==> src/rtl/pong_pkg.sv <==
// Shared definitions for the pong end-of-round banner: event codes, message
// indices, banner sequencer states and glyph geometry.
package pong_pkg;

  localparam int CHAR_PITCH = 31;

  localparam logic [1:0] EV_DRAW   = 2'd0;
  localparam logic [1:0] EV_P1_WIN = 2'd1;
  localparam logic [1:0] EV_P2_WIN = 2'd2;
  localparam logic [1:0] EV_RSVD   = 2'd3;

  localparam logic [1:0] MSG_DRAW   = 2'd0;
  localparam logic [1:0] MSG_P1_WIN = 2'd1;
  localparam logic [1:0] MSG_P2_WIN = 2'd2;

  typedef enum logic [2:0] {
    IDLE  = 3'd0,
    SLIDE = 3'd1,
    HOLD  = 3'd2,
    BLINK = 3'd3,
    SHOW  = 3'd4
  } banner_state_t;

  // Map a game-result event onto the renderer's message index.
  function automatic logic [1:0] ev_to_msg(input logic [1:0] code);
    logic [1:0] msg;
    msg = MSG_DRAW;
    case (code)
      EV_DRAW:   msg = MSG_DRAW;
      EV_P1_WIN: msg = MSG_P1_WIN;
      EV_P2_WIN: msg = MSG_P2_WIN;
      default:   msg = MSG_DRAW;
    endcase
    return msg;
  endfunction

endpackage

==> src/rtl/frame_down_counter.sv <==
// Frame-tick qualified loadable down-counter with a zero flag.
// Priority: clr > load > tick; the count saturates at zero.
module frame_down_counter #(
  parameter int W = 8
) (
  input  logic         clk,
  input  logic         reset,
  input  logic         clr,
  input  logic         load,
  input  logic [W-1:0] load_val,
  input  logic         tick,
  output logic         zero
);

  logic [W-1:0] count_reg;

  always_ff @(posedge clk or posedge reset) begin
    if (reset) begin
      count_reg <= '0;
    end else if (clr) begin
      count_reg <= '0;
    end else if (load) begin
      count_reg <= load_val;
    end else if (tick && (count_reg != '0)) begin
      count_reg <= count_reg - 1'b1;
    end
  end

  assign zero = (count_reg == '0);

endmodule

==> src/rtl/banner_ctrl.sv <==
// End-of-round banner sequencer: slide-in, hold, blink, steady show.
// Build option BANNER_SLIDE_EN enables the slide-in animation; without it the
// banner appears directly at its centred position.
module banner_ctrl
  import pong_pkg::*;
#(
  parameter int SCREEN_W      = 640,
  parameter int MSG_W         = 4 * CHAR_PITCH,
  parameter int TARGET_Y      = 200,
  parameter int SLIDE_STEP    = 8,
  parameter int HOLD_FRAMES   = 120,
  parameter int BLINK_PERIOD  = 16,
  parameter int BLINK_TOGGLES = 6
) (
  input  logic        clk,
  input  logic        reset,
  input  logic        frame_tick,
  input  logic        event_valid,
  input  logic [1:0]  event_code,
  output logic        event_ready,
  input  logic        clear,
  output logic [1:0]  msg_sel,
  output logic [31:0] start_x,
  output logic [31:0] start_y,
  output logic        banner_en,
  output logic        busy,
  output logic        done
);

  localparam logic [31:0] TX    = 32'((SCREEN_W - MSG_W) / 2);
  localparam logic [31:0] X_OFF = 32'(SCREEN_W);
  localparam logic [31:0] Y_TGT = 32'(TARGET_Y);
  localparam int HW = $clog2(HOLD_FRAMES + 1);
  localparam int BW = $clog2(BLINK_PERIOD + 1);
  localparam int TW = $clog2(BLINK_TOGGLES + 1);

  banner_state_t state_reg;
  logic [1:0]    msg_sel_reg;
  logic [31:0]   start_x_reg;
  logic [31:0]   start_y_reg;
  logic          banner_en_reg;
  logic          busy_reg;
  logic          done_reg;
  logic [TW-1:0] toggle_cnt_reg;

  logic accept;
  logic ev_start;
  logic hold_tick;
  logic hold_zero;
  logic hold_expire;
  logic hold_load;
  logic blink_tick;
  logic blink_zero;
  logic period_expire;
  logic last_toggle;
  logic blink_load;

  assign event_ready = (state_reg == IDLE) || (state_reg == SHOW);

  // clear outranks any event offered in the same cycle.
  assign accept   = event_valid && event_ready && !clear;
  assign ev_start = accept && (event_code != EV_RSVD);

  assign hold_tick   = frame_tick && (state_reg == HOLD);
  assign hold_expire = hold_tick && hold_zero;

  assign blink_tick    = frame_tick && (state_reg == BLINK);
  assign period_expire = blink_tick && blink_zero;
  assign last_toggle   = period_expire && (toggle_cnt_reg == TW'(BLINK_TOGGLES - 1));

`ifdef BANNER_SLIDE_EN
  logic slide_arrive;

  // Compare against TX + step so the subtract can never wrap.
  assign slide_arrive = (state_reg == SLIDE) && frame_tick &&
                        (start_x_reg <= TX + 32'(SLIDE_STEP));
  assign hold_load    = !clear && slide_arrive;
`else
  assign hold_load    = !clear && ev_start;
`endif

  assign blink_load = !clear && (hold_expire || (period_expire && !last_toggle));

  // Timers are loaded with N-1 so expiry lines up with the N-th tick.
  frame_down_counter #(.W(HW)) u_hold_timer (
    .clk      (clk),
    .reset    (reset),
    .clr      (clear),
    .load     (hold_load),
    .load_val (HW'(HOLD_FRAMES - 1)),
    .tick     (hold_tick),
    .zero     (hold_zero)
  );

  frame_down_counter #(.W(BW)) u_blink_timer (
    .clk      (clk),
    .reset    (reset),
    .clr      (clear),
    .load     (blink_load),
    .load_val (BW'(BLINK_PERIOD - 1)),
    .tick     (blink_tick),
    .zero     (blink_zero)
  );

  always_ff @(posedge clk or posedge reset) begin
    if (reset) begin
      state_reg      <= IDLE;
      msg_sel_reg    <= MSG_DRAW;
      start_x_reg    <= X_OFF;
      start_y_reg    <= Y_TGT;
      banner_en_reg  <= 1'b0;
      busy_reg       <= 1'b0;
      done_reg       <= 1'b0;
      toggle_cnt_reg <= '0;
    end else begin
      done_reg    <= 1'b0;
      start_y_reg <= Y_TGT;
      if (clear) begin
        state_reg      <= IDLE;
        start_x_reg    <= X_OFF;
        banner_en_reg  <= 1'b0;
        busy_reg       <= 1'b0;
        toggle_cnt_reg <= '0;
      end else begin
        case (state_reg)
          IDLE, SHOW: begin
            if (ev_start) begin
              msg_sel_reg    <= ev_to_msg(event_code);
              banner_en_reg  <= 1'b1;
              busy_reg       <= 1'b1;
              toggle_cnt_reg <= '0;
`ifdef BANNER_SLIDE_EN
              start_x_reg    <= X_OFF;
              state_reg      <= SLIDE;
`else
              start_x_reg    <= TX;
              state_reg      <= HOLD;
`endif
            end
          end
`ifdef BANNER_SLIDE_EN
          SLIDE: begin
            if (slide_arrive) begin
              start_x_reg <= TX;
              state_reg   <= HOLD;
            end else if (frame_tick) begin
              start_x_reg <= start_x_reg - 32'(SLIDE_STEP);
            end
          end
`endif
          HOLD: begin
            if (hold_expire) begin
              toggle_cnt_reg <= '0;
              state_reg      <= BLINK;
            end
          end
          BLINK: begin
            if (period_expire) begin
              toggle_cnt_reg <= toggle_cnt_reg + 1'b1;
              if (last_toggle) begin
                state_reg     <= SHOW;
                banner_en_reg <= 1'b1;
                busy_reg      <= 1'b0;
                done_reg      <= 1'b1;
              end else begin
                banner_en_reg <= !banner_en_reg;
              end
            end
          end
          default: begin
            state_reg     <= IDLE;
            banner_en_reg <= 1'b0;
            busy_reg      <= 1'b0;
          end
        endcase
      end
    end
  end

  assign msg_sel   = msg_sel_reg;
  assign start_x   = start_x_reg;
  assign start_y   = start_y_reg;
  assign banner_en = banner_en_reg;
  assign busy      = busy_reg;
  assign done      = done_reg;

endmodule

==> config.mk <==
export PLATFORM = sky130hd
export DESIGN_NAME = banner_ctrl
export DESIGN_NICKNAME = d
export VERILOG_FILES = /design/src/rtl/pong_pkg.sv /design/src/rtl/frame_down_counter.sv /design/src/rtl/banner_ctrl.sv
export SDC_FILE = /design/constraint.sdc
export NUM_CORES = 1
export LEC_CHECK = 0
export ABC_AREA = 1
export CORE_ASPECT_RATIO = 1.2
export CORE_MARGIN = 1.5
export CORE_UTILIZATION = 44
export CTS_CLUSTER_SIZE = 24
export DETAILED_ROUTE_END_ITERATION = 8
export PLACE_DENSITY = 0.81
export SLEW_MARGIN = 15
export SYNTH_ARGS = -nofsm -noshare
export SYNTH_HDL_FRONTEND = slang
export SYNTH_SLANG_ARGS = --single-unit
==> constraint.sdc <==
create_clock -name clk -period 1.96 [get_ports clk]
set_input_delay 0.392 -clock clk [delete_from_list [all_inputs] [get_ports clk]]
set_output_delay 0.392 -clock clk [all_outputs]
set_load 0.1 [all_outputs]
==> Word-level counts from Yosys, hierarchy flattened <==
Index checks and enable logic that the tools add are counted.
{ "op_classes": {"reduce_logical": 35, "n_addsub": 3, "n_mux": 34, "n_bitwise": 1, "eq_ne": 12} }
{ "op_table": {"columns": ["operator", "count"], "rows": [
  ["$mux 32", 3],
  ["$mux 3", 9],
  ["$mux 7", 3],
  ["$pmux 3 s3", 2],
  ["$mux 5", 3],
  ["$logic_and 1x1->1", 13],
  ["$ne 3x3->1 const B", 4],
  ["$reduce_and 4->1", 3],
  ["$mux 1", 11],
  ["$logic_not 7->1", 1],
  ["$reduce_bool 7->1", 1],
  ["$sub 7x1->7 const B", 1],
  ["$eq 3x2->1 const B", 2],
  ["$eq 3x3->1 const B", 2],
  ["$pmux 1 s3", 2],
  ["$reduce_and 3->1", 2],
  ["$reduce_bool 3->1", 2],
  ["$logic_not 5->1", 1],
  ["$reduce_bool 5->1", 1],
  ["$sub 5x1->5 const B", 1],
  ["$ne 2x2->1 const B", 2],
  ["$pmux 2 s2", 1],
  ["$reduce_bool 2->1", 2],
  ["$reduce_bool 4->1", 1],
  ["other kinds (9)", 12]
]} }
{ "word_totals": {"reg_bits": 55, "inputBits": 7, "out_inout_bits": 70} }

==> Logic depth before layout (Yosys ltp) <==
{ "logic_depth": {"word_depth": 10, "depth_mapped": 10} }

==> By module <==
From an unflattened synthesis, not the netlist that was laid out.
{ "unflattened": {"hier_cells": 305, "hier_area_um2": 2182.1} }
{ "by_module_without_submodules": {"columns": ["module", "cells_each", "area_per_inst_um2", "instances"], "rows": [
  ["banner_ctrl", 168, 1247.4, 1],
  ["frame_down_counter (u_hold_timer)", 83, 560.5, 1],
  ["frame_down_counter (u_blink_timer)", 54, 374.1, 1]
]} }

==> Worst setup path after synthesis <==
OpenSTA, ideal clock, no wires.
{ "synth_path": {"kind": "reg-to-reg", "start": "reg state_reg[1]", "end": "reg u_hold_timer.count_reg[0]", "arrival_time_ns": 2.065, "required_ns": 1.883, "stages_incl_launch_ff": 9, "setup_slack_ns": -0.181, "synth_period_minus_slack_ns": 2.141, "cell_sequence": "dfrtp_1 > nor2_2 > nand2_2 > nor2_4 > nand2_2 > buf_6 > a21oi_2 > nand2_1 > o21ai_1"} }
{ "synth_via": {"elab_chain_cells": 8, "elab_cells_between_ends": 13, "classes_between": "eq/ne: 2; mux: 2; reduce/logical: 9"} }
{ "synth_lines": {"columns": ["item", "line", "rtl"], "rows": [
  ["from (decl)", "banner_ctrl.sv:37", "banner_state_t state_reg;"],
  ["from (signal assigned)", "banner_ctrl.sv:107", "state_reg <= IDLE;"],
  ["from (signal assigned)", "banner_ctrl.sv:119", "state_reg <= IDLE;"],
  ["from (signal assigned)", "banner_ctrl.sv:137", "state_reg <= HOLD;"],
  ["$eq 3x3->1 / $logic_not 3->1 (equally long branches)", "banner_ctrl.sv:58", "assign event_ready = (state_reg == IDLE) || (state_reg == SHOW);"],
  ["$logic_or 1x1->1 (*)", "banner_ctrl.sv:58", null],
  ["named net event_ready", "banner_ctrl.sv:20", "output logic event_ready,"],
  ["$logic_and 1x1->1 (*) (2 in series)", "banner_ctrl.sv:61", "assign accept = event_valid && event_ready && !clear;"],
  ["$logic_and 1x1->1 (*)", "banner_ctrl.sv:62", "assign ev_start = accept && (event_code != EV_RSVD);"],
  ["$logic_and 1x1->1 (*)", "banner_ctrl.sv:79", "assign hold_load = !clear && ev_start;"],
  ["$mux 7", "frame_down_counter.sv:22", "end else if (load) begin"],
  ["$mux 7", "frame_down_counter.sv:20", "end else if (clr) begin"],
  ["to (signal assigned)", "frame_down_counter.sv:23", "count_reg <= load_val;"],
  ["to (signal assigned)", "frame_down_counter.sv:25", "count_reg <= count_reg - 1'b1;"],
  ["to (decl)", "frame_down_counter.sv:15", "logic [W-1:0] count_reg;"]
]} }
The timed path passes the listed nets; every way through them passes the cells marked *.
A chain may end at the register's enable or synchronous reset.

==> Worst setup path after layout <==
{ "layout_path": {"start": "reg u_hold_timer.count_reg[0]", "end": "reg toggle_cnt_reg[1]"} }
{ "layout_via": {"elab_chain_cells": 4} }
{ "layout_lines": {"columns": ["item", "line", "rtl"], "rows": [
  ["$logic_not 7->1", "frame_down_counter.sv:29", "assign zero = (count_reg == '0);"],
  ["$logic_and 1x1->1", "banner_ctrl.sv:65", "assign hold_expire = hold_tick && hold_zero;"],
  ["$ne 3x3->1 (no source line)", null, null],
  ["$reduce_and 4->1 (no source line)", null, null],
  ["to (signal assigned)", "banner_ctrl.sv:159", "toggle_cnt_reg <= toggle_cnt_reg + 1'b1;"],
  ["to (decl)", "banner_ctrl.sv:44", "logic [TW-1:0] toggle_cnt_reg;"]
]} }
No other way between the ends.

==> key figures <==
Clock network
  • Root Buffer: clkbuf_8
  • TritonCTS clock tree: yes
  • CTS Hold Bufs: 0
  • Clock sink count: 25
  • CTS max path bufs: 2
  • Num CTS Buffers: 3
  • Postcts setup bufs: 0
  • Clock latency on the worst-skew pair: 0.27 ns
  • Post-CTS Resized: 0
  • H-tree depth: 1
  • CTS clk-pin slew, worst paths: approximately 0.080 ns

Setup path
  • CP startpoint kind: flop
  • Crit path top cell by count: nand2_1
  • Setup crit end kind: flop
  • R2R Path End: toggle_cnt_reg[1]
  • Crit-path max FO: 7
  • Reg-to-reg startpoint: u_hold_timer.count_reg[0]
  • Worst reg-to-reg path cell count: 9
  • Crit path cell chain: inv_1, ha_1, nand3_1, nor2_2, nand2_4, a21oi_4, nand2_2, nand2_1, nand2_1
  • WP data arrival: 1.86 ns
  • Slowest cell on the critical path: dfrtp_1
  • R2r setup slk: 0.26 ns
  • CP endpoint: toggle_cnt_reg[1]
  • CP peak stage delay: just over 0.4 ns
  • Critical path startpoint: u_hold_timer.count_reg[0]
  • Critical path required time: around 2.1 ns
  • Worst Setup Path Type: reg2reg

Die
  • Initial Util: 45.9%
  • Row count: 26
  • Die area: a little under 5000 um2
  • Die height: ~76 um
  • Die Width: approximately 64 um
  • Core ar.: 4290 um2
  • Total I/O pin count: 77

STA
  • RSZ-0062 raised after global routing: no
  • Clk_skew: around 0.0016 ns
  • # setup viols final: 0
  • Fin. Hold Viols: 0
  • Fin Hold WS: 0.471 ns
  • Fmax: slightly below 600 MHz
  • Final worst slack: ~0.26 ns
  • Fin crit share: between 80% and 90%
  • Shortest period the worst path allows: roughly 1.7 ns
  • Setup TNS: 0 ns
  • Slew Limit Fails: 0

Status
  • Run status: completed

Global routing
  • GR Util All Layers: about an eighth
  • Largest net degree at the start of global routing: 26
  • Vias in the first global route: approximately 1,300
  • Initial antenna violation count: 0
  • Grt ovf: 0
  • First-pass GRT wire length: between 5 and 6 mm

Route
  • ANT nets after route: 0
  • Total Wirelength: about 3.1 mm
  • Post-DR wirelength/cell: 9.35 um
  • Vias per cell: around 4.2
  • DRT iter0 DRCs: between 80 and 90
  • # DRC: 0
  • Drt pass-1 iters: 4
  • Vias: between 1,000 and 1,500

Logic synthesis
  • Top FF cell, synth: dfrtp_1
  • Synth cell types: 34
  • Post-synthesis register bit count: 25
  • Ys Warns: 0
  • Post-Syn Area: between 1500 and 2000 um2
  • Synth top area share: 30.4%
  • Register area share after synthesis: about a third
  • Post-synthesis cell count: 257
  • EDFF count, synth: 0
  • Post-Syn Area per Cell: 7.68 um2
  • Post-synth top area cell: dfrtp_1
  • Synth top area cells: dfrtp_1, buf_4, nand2_1
  • Share of synthesized registers carrying an async set or reset: between 90% and 100%

Cells and area
  • Reg area: 627 um2
  • Commonest non-fill, non-tap cell in the layout: conb_1
  • Post-Layout Cell Count: 329
  • Max reg flops: 7
  • Commonest non-fill, non-tap cells in the layout: conb_1, nand2_1, inv_1
  • Final core utilization: between 40% and 50%
  • Share of cells above drive strength 1: ~15%
  • Final net count: between 200 and 300
  • Multi-input logic area: about 980 um2
  • Area Overhead vs Synth: 2.54%
  • Design area: 2020 um2
  • Fillers: ~450
  • Antenna cells: 0

Placement
  • Placer Congestion: 0.927
  • Post-placement cell area: ~2000 um2
  • PortBufs: 16
  • DP Cell Count: between 300 and 400
  • DP Wirelength: about 2.4 mm
  • Place WS: approximately 0.14 ns

Run
  • Maxcap violations: 0

Hold path
  • Hold WC Path Type: in2async

Pwr
  • Power per cell area: 1570 nW/um2
  • Max VDD drop: about 560 uV
  • Overall Power: ~3.2 mW
  • Pleak: roughly 1.1 nW
==> cell usage after synthesis, types with 2 or more instances <==
master	number
ha_1	4
o21ai_1	4
xor2_1	2
nand2_1	53
nor2_2	2
nor3_1	2
buf_4	62
conb_1	2
nand3_2	2
nor2_4	2
nand2_2	6
a21oi_1	3
a21oi_2	5
o21ai_0	3
inv_1	27
nand3_1	22
dfrtp_1	24
nor2_1	14
xnor2_1	3
==> power by group <==
part	leakage, nW	total, mW	internal [mW]	switching (mW)
logic	0.757	2.05	0.494	1.55
clock network	0.0228	0.300	0.145	0.155
registers	0.328	0.824	0.673	0.151
total	1.11	3.17	1.31	1.86
==> critical path: cells and delay by family (launching register included) <==
family                     cells  cell delay, ns
AOI/OAI and AO/OA              1            0.24
adders and majority gates      1            0.19
buffers and inverters          1            0.08
DFF                            1            0.41
and+or+nand+nor                6            0.67
==> worst min-delay path by stage <==
stage                              start                    endpoint  slack (ns)  cells after the start
3_3_place_gp   u_hold_timer.count_reg[6]   u_hold_timer.count_reg[6]        0.46                      2
4_1_cts                            reset                  start_x[8]        0.48                      3
6_report                           reset  u_blink_timer.count_reg[1]        0.47                      3
3_5_place_dp                  msg_sel[1]                  msg_sel[1]        0.46                      2
2_1_floorplan                      reset                   banner_en        0.42                      1
5_1_grt                            reset  u_blink_timer.count_reg[1]        0.51                      3
==> cells by family (layout without fill, tap and decap cells) <==
group / Yosys count / in the layout / synth area share (%)
compound gates: 21 / 21 / 7.74
xor+xnor: 5 / 5 / 2.22
fa+ha+maj: 4 / 4 / 2.54
buf+inv: 93 / 51 / 29.9
flops: 25 / 25 / 31.8
other cells: 2 / 60 / 0.381
simple gates: 107 / 107 / 25.4
==> final cells by class <==
class / instances / area share [%]
well taps: 56 / 3.46
clock buffers: 4 / 2.23
inverters: 28 / 5.19
flip-flops and latches: 25 / 31.0
multi-input cells: 197 / 48.5
repair buffers: 19 / 9.65
==> layer usage <==
metal	share of wire (%)	global-route usage [%]	up-vias
li1	-	-	712
met1	42	15.1	614
met2	51	23.2	53
met3	5.5	2.51	7
met4	2.0	5.74	0
met5	0	0	-
Note: power is estimated with default switching activity, not from simulation.
==> edit 1, RTL diff (same settings) <==
`BLINK_PERIOD`: 16 -> 8.
--- a/src/rtl/banner_ctrl.sv
+++ b/src/rtl/banner_ctrl.sv
@@ -9,7 +9,7 @@
   parameter int TARGET_Y      = 200,
   parameter int SLIDE_STEP    = 8,
   parameter int HOLD_FRAMES   = 120,
-  parameter int BLINK_PERIOD  = 16,
+  parameter int BLINK_PERIOD  = 8,
   parameter int BLINK_TOGGLES = 6
 ) (
   input  logic        clk,
Behaviour: same outputs for any inputs over 10 cycles, from zero or initial values and one cycle with reset high; that may be too few to reach the edited logic, so the function may still have changed.
==> edit 1 against the original RTL <==
Final cell count shrank 1.5%; fmax grew 9.3%; synthesized area shrank 3.2%; worst setup slack gained 0.14 ns; routed wire length grew 0.32%; sequential cell count shrank 1; final area shrank 3.3%; total power grew 3.5%.
==> edit 1: results (changes against the original RTL) <==
[worst_setup_path]
critPathLaunchType = flop  ; unchanged
critical_path.top_delay_family = simple AND/OR/NAND/NOR gates  ; unchanged
timing.critical_path.to = toggle_cnt_reg[2]  ; was toggle_cnt_reg[1]
r2r_start = u_hold_timer.count_reg[0]  ; unchanged
r2r_setup_slack_ns = 0.40  ; was 0.26 ns
worst-path-max-fanout = 6  ; was 7
crit_slowest_cell = dfrtp_1  ; unchanged
critPathArrivalTime_ns = 1.72  ; was 1.86 ns

[grt]
antenna_found_initial = 0  ; unchanged
grt_pass1_vias = 1268  ; was 1288
grt_pass1_wl_mm = 5.313  ; was 5.244 mm
gr-usage-all-layers = 0.1380  ; was 0.1311
grt_max_degree = 25  ; was 26

[pwr]
ir_worst_vdd_v = 0.001130  ; was 0.0005610 V
power.leakage_nw = 1.104  ; was 1.107 nW

[cells_and_area]
drive_gt1_frac = 0.1343  ; was 0.1465
nNetsFinal = 281  ; was 285
finalNonFillerCells = 324  ; was 329
antennaDiodeCount = 0  ; unchanged
nFillCells = 427  ; was 454

[synth]
synth_compound_area_frac = 0.04587  ; was 0.07736
synth-main-ff-cell = dfrtp_1  ; unchanged
synth_commonest_cells = buf_4 (62), nand2_1 (54), inv_1 (25)  ; was buf_4 (62), nand2_1 (53), inv_1 (27)
netlist_top_cells_area = dfrtp_1 (30%), buf_4 (24%), nand2_1 (11%)  ; was dfrtp_1 (30%), buf_4 (24%), nand2_1 (10%)
avgSynthCellArea_um2 = 7.577  ; was 7.678 µm²
ys.warnings.count = 0  ; unchanged
yosys.area_share.adder = 0.03277  ; was 0.02536
ys_types = 28  ; was 34
synth_xor_area_frac = 0.02752  ; was 0.02219
yosysSeqAreaShare = 0.3152  ; was 0.3177
async_flop_share = 1.000  ; unchanged

[cts]
ctsResizeCount = 0  ; unchanged
cts-root-buf = clkbuf_8  ; unchanged
clock_path_buffers = 2  ; unchanged
htree_levels = 1  ; unchanged
cts_setup_buffers = 0  ; unchanged
cts_made_buffers = 3  ; unchanged
clock_latency_ns = 0.27  ; about the same

[routing]
met3_length_um = 215  ; was 169 µm
route.met2.wl_mm = 1.510  ; was 1.560 mm
route.detailed.drc = 0  ; unchanged
drt_iter0_drc = 38  ; was 81
met1_length_mm = 1.325  ; was 1.283 mm
top_layer_used = met4  ; unchanged
routed_wl_mm = 3.087  ; was 3.077 mm
post_drt_via_cell_ratio = 4.407  ; was 4.213

[placed_design]
place_inst = 320  ; was 325
globalplace.congestion = 0.8963  ; was 0.9267
dp_hpwl_mm = 2.446  ; was 2.434 mm

[timing]
skew_ns = 0.003301  ; was 0.001601 ns

[outcome]
status = finished clean  ; unchanged

==> edit 1: changes by cell type after synthesis, sizes merged, moves of 2 or more <==
cell,delta
inv,-3
a21oi,-4
nor2,+3
nand3,-4
nor3,+2
==> edit 1: cell type report <==
type                       instances  area (µm²)  share of cell area
sequential                        24       601.8              0.3075
multi-input combinational        196       950.9              0.4859
tap                               56       70.07             0.03581
clock buffer                       4       45.04             0.02302
timing repair buffer              19       195.2             0.09974
inverter                          25       93.84             0.04795
==> edit 1: tightest hold or removal path, stage by stage <==
cell             delay (ns)
clkdlybuf4s50_1        0.40
inv_1                  0.05
buf_4                  0.29
==> edit 1: power by group <==
group	switching, W	internal, W	leakage, nW	total (W)
Sequential	0.000177	0.000662	0.314	0.000838
Clock	0.000155	0.000145	0.0228	0.000300
Combinational	0.00162	0.000523	0.767	0.00215
Total	0.00195	0.00133	1.10	0.00328
==> edit 1: per-layer routing <==
metal,vias to the layer above,global-route usage
met5,-,0
met4,0,0.04691
met3,5,0.01943
met2,74,0.2541
met1,657,0.1673
li1,692,-
==> edit 1: through the flow <==
step / power, W / instance area [µm²] / setup slack (ns) / hold WS [ns] / utilization
2_1_floorplan: 0.002713 / 2132 / 0.2281 / 0.4059 / -
3_3_place_gp: 0.002943 / 1912 / 0.1895 / 0.4596 / 0.4556
3_5_place_dp: 0.002988 / 1912 / 0.1463 / 0.4641 / 0.4556
4_1_cts: 0.003294 / 1957 / 0.3974 / 0.4862 / 0.4663
5_1_grt: 0.003490 / 1957 / 0.2453 / 0.5283 / 0.4663
6_report: 0.003283 / 1957 / 0.4042 / 0.4690 / 0.4663
==> edit 2, RTL diff (same flow settings) <==
Without the edit above. Reset style: synchronous (`reset`), changed in 2 clocked blocks.
--- a/src/rtl/frame_down_counter.sv
+++ b/src/rtl/frame_down_counter.sv
@@ -14,7 +14,7 @@
 
   logic [W-1:0] count_reg;
 
-  always_ff @(posedge clk or posedge reset) begin
+  always_ff @(posedge clk) begin
     if (reset) begin
       count_reg <= '0;
     end else if (clr) begin
--- a/src/rtl/banner_ctrl.sv
+++ b/src/rtl/banner_ctrl.sv
@@ -102,7 +102,7 @@
     .zero     (blink_zero)
   );
 
-  always_ff @(posedge clk or posedge reset) begin
+  always_ff @(posedge clk) begin
     if (reset) begin
       state_reg      <= IDLE;
       msg_sel_reg    <= MSG_DRAW;
Behaviour: differs if reset is asserted again (counterexample within 4 cycles, from zero or initial values and one cycle with reset high); with reset held inactive, the same outputs for 10 cycles.
==> edit 2 against the original RTL <==
Final area fell by 7.0%; routed wire length shrank 3.9%; synthesized area decreased by 5.3%; worst setup slack better by 0.090 ns; critical path depth fell by 1; sequential cell count stayed put; critical endpoint is now toggle_cnt_reg[2]; largest cell class unchanged.
Power is not compared: it rests on default switching activity, and its combinational part moved more than twofold at a synthesized area within 25%.
==> edit 2: results (changes against the original RTL) <==
[outcome]
status = finished clean  ; unchanged

[worst_setup_path]
required_ns = 2.17  ; was 2.12 ns
crit_slowest_cell = dfxtp_1  ; was dfrtp_1
slowest_delay_ns = 0.30  ; was 0.41 ns
worst-path-max-fanout = 5  ; was 7

[pwr]
ir_worst_vdd_v = 0.0004302

[grt]
antenna_found_initial = 0  ; unchanged
grt_max_degree = 15  ; was 26
grt_pass1_vias = 1193  ; was 1288
gr-usage-all-layers = 0.1316  ; was 0.1311
grt_pass1_wl_mm = 4.940  ; was 5.244 mm

[synth]
ys_types = 27  ; was 34
netlist_top_cells_area = dfxtp_1 (27%), buf_4 (25%), nand2_1 (7.8%)  ; was dfrtp_1 (30%), buf_4 (24%), nand2_1 (10%)
async_flop_share = 0  ; was 1.000
yosysSeqAreaShare = 0.2677  ; was 0.3177
avgSynthCellArea_um2 = 7.190  ; was 7.678 µm²
ys.warnings.count = 0  ; unchanged
synth-main-ff-cell = dfxtp_1  ; was dfrtp_1
synth_commonest_cells = buf_4 (62), nand2_1 (39), inv_1 (27)  ; was buf_4 (62), nand2_1 (53), inv_1 (27)

[cts]
clk_pin_slew_ns = 0.09
clock_path_buffers = 2  ; unchanged
cts-root-buf = clkbuf_8  ; unchanged
htree_levels = 1  ; unchanged

[timing]
skew_ns = 0.006763  ; was 0.001601 ns
relSlewSlack = 0.6731

[routing]
vias = 1439  ; was 1386
drt_iter0_drc = 24  ; was 81
route.detailed.drc = 0  ; unchanged
first_pass_iters = 4  ; unchanged
routed_wl_mm = 2.956  ; was 3.077 mm

[placed_design]
globalplace.congestion = 0.8541  ; was 0.9267
pre_cts_slack_ns = 0.1150  ; was 0.1410 ns
dp_hpwl_mm = 2.355  ; was 2.434 mm
placed_area_um2 = 1836  ; was 1976 µm²

[cells_and_area]
drive_gt1_frac = 0.1418  ; was 0.1465
nNetsFinal = 289  ; was 285
nFillCells = 414  ; was 454

[worst_hold_path]
hold_class = reg2reg  ; was in2async

-- edit 2: cell count changes after synthesis, sizes merged, moves of 3 or more --
cell    change
nand2      -13
dfrtp      -24
a31oi       +3
nand4       +3
o211ai      +3
a21oi       +3
dfxtp      +25
nor2       +15
nand3       -6
-- edit 2: critical path, delay by kind of cell, from the launching register on --
family | cells | cell delay, ns
flip-flops | 1 | 0.30
AND/OR/NAND/NOR | 4 | 0.65
buffers and inverters | 1 | 0.14
AO/OA/AOI/OAI | 2 | 0.28
adder cells (fa/ha/maj) | 1 | 0.17
-- edit 2: area by class of cell --
cell class / count / area, µm² / area share
Tap cell: 54 / 67.56 / 0.03590
Timing Repair Buffer: 17 / 155.1 / 0.08245
Clock inverter: 1 / 5.005 / 0.002660
Inverter: 29 / 108.9 / 0.05785
Clock buffer: 3 / 41.29 / 0.02194
Multi-Input combinational cell: 200 / 1003 / 0.5332
Sequential cell: 25 / 500.5 / 0.2660
-- edit 2: kinds of logic after synthesis --
group,Yosys count,synth area share
other,2,0.004018
xor gates and xnor gates,4,0.01875
AOI/OAI and AO/OA,26,0.08099
and+or+nand+nor,104,0.2764
adders and majority gates,6,0.04016
buffers and inverters,93,0.3119
DFF,25,0.2677
-- edit 2: routing by layer --
layer	part of all wire	wire length, µm	GRT usage	up-vias
met1	0.44	1305	0.1578	647
met4	0.024	70	0.08148	0
met5	0	0	0	-
li1	-	-	-	726
met3	0.058	171	0.009077	5
met2	0.48	1408	0.2342	61
-- edit 2: final timing paths --
kind	from	end	slack, ns	cells past startpoint
worst min register to register	start_x[7]	start_x[7]	0.48	2
worst max register to register	u_blink_timer.count_reg[0]	toggle_cnt_reg[2]	0.35	8
worst max-delay path	u_blink_timer.count_reg[0]	toggle_cnt_reg[2]	0.35	8
worst min-delay path	start_x[7]	start_x[7]	0.48	2
-- edit 2: power groups by stage --
stage	combinational, W	sequential [W]	clock (W)
after global placement	0.000694	0.000543	0
after CTS	0.000698	0.000532	0.000318
after global routing	0.000726	0.000534	0.000335
final	0.000700	0.000532	0.000309
after detailed placement	0.000697	0.000543	0
after floorplan	0.000705	0.000583	0
-- edit 2: metrics by stage --
step / hold WS [ns] / utilization / power [W]
final: 0.4782 / 0.4700 / 0.001541
after global routing: 0.5003 / 0.4700 / 0.001595
after CTS: 0.4818 / 0.4700 / 0.001547
after detailed placement: 0.4677 / 0.4584 / 0.001241
after global placement: 0.4625 / 0.4584 / 0.001237
after floorplan: 0.4522 / - / 0.001288
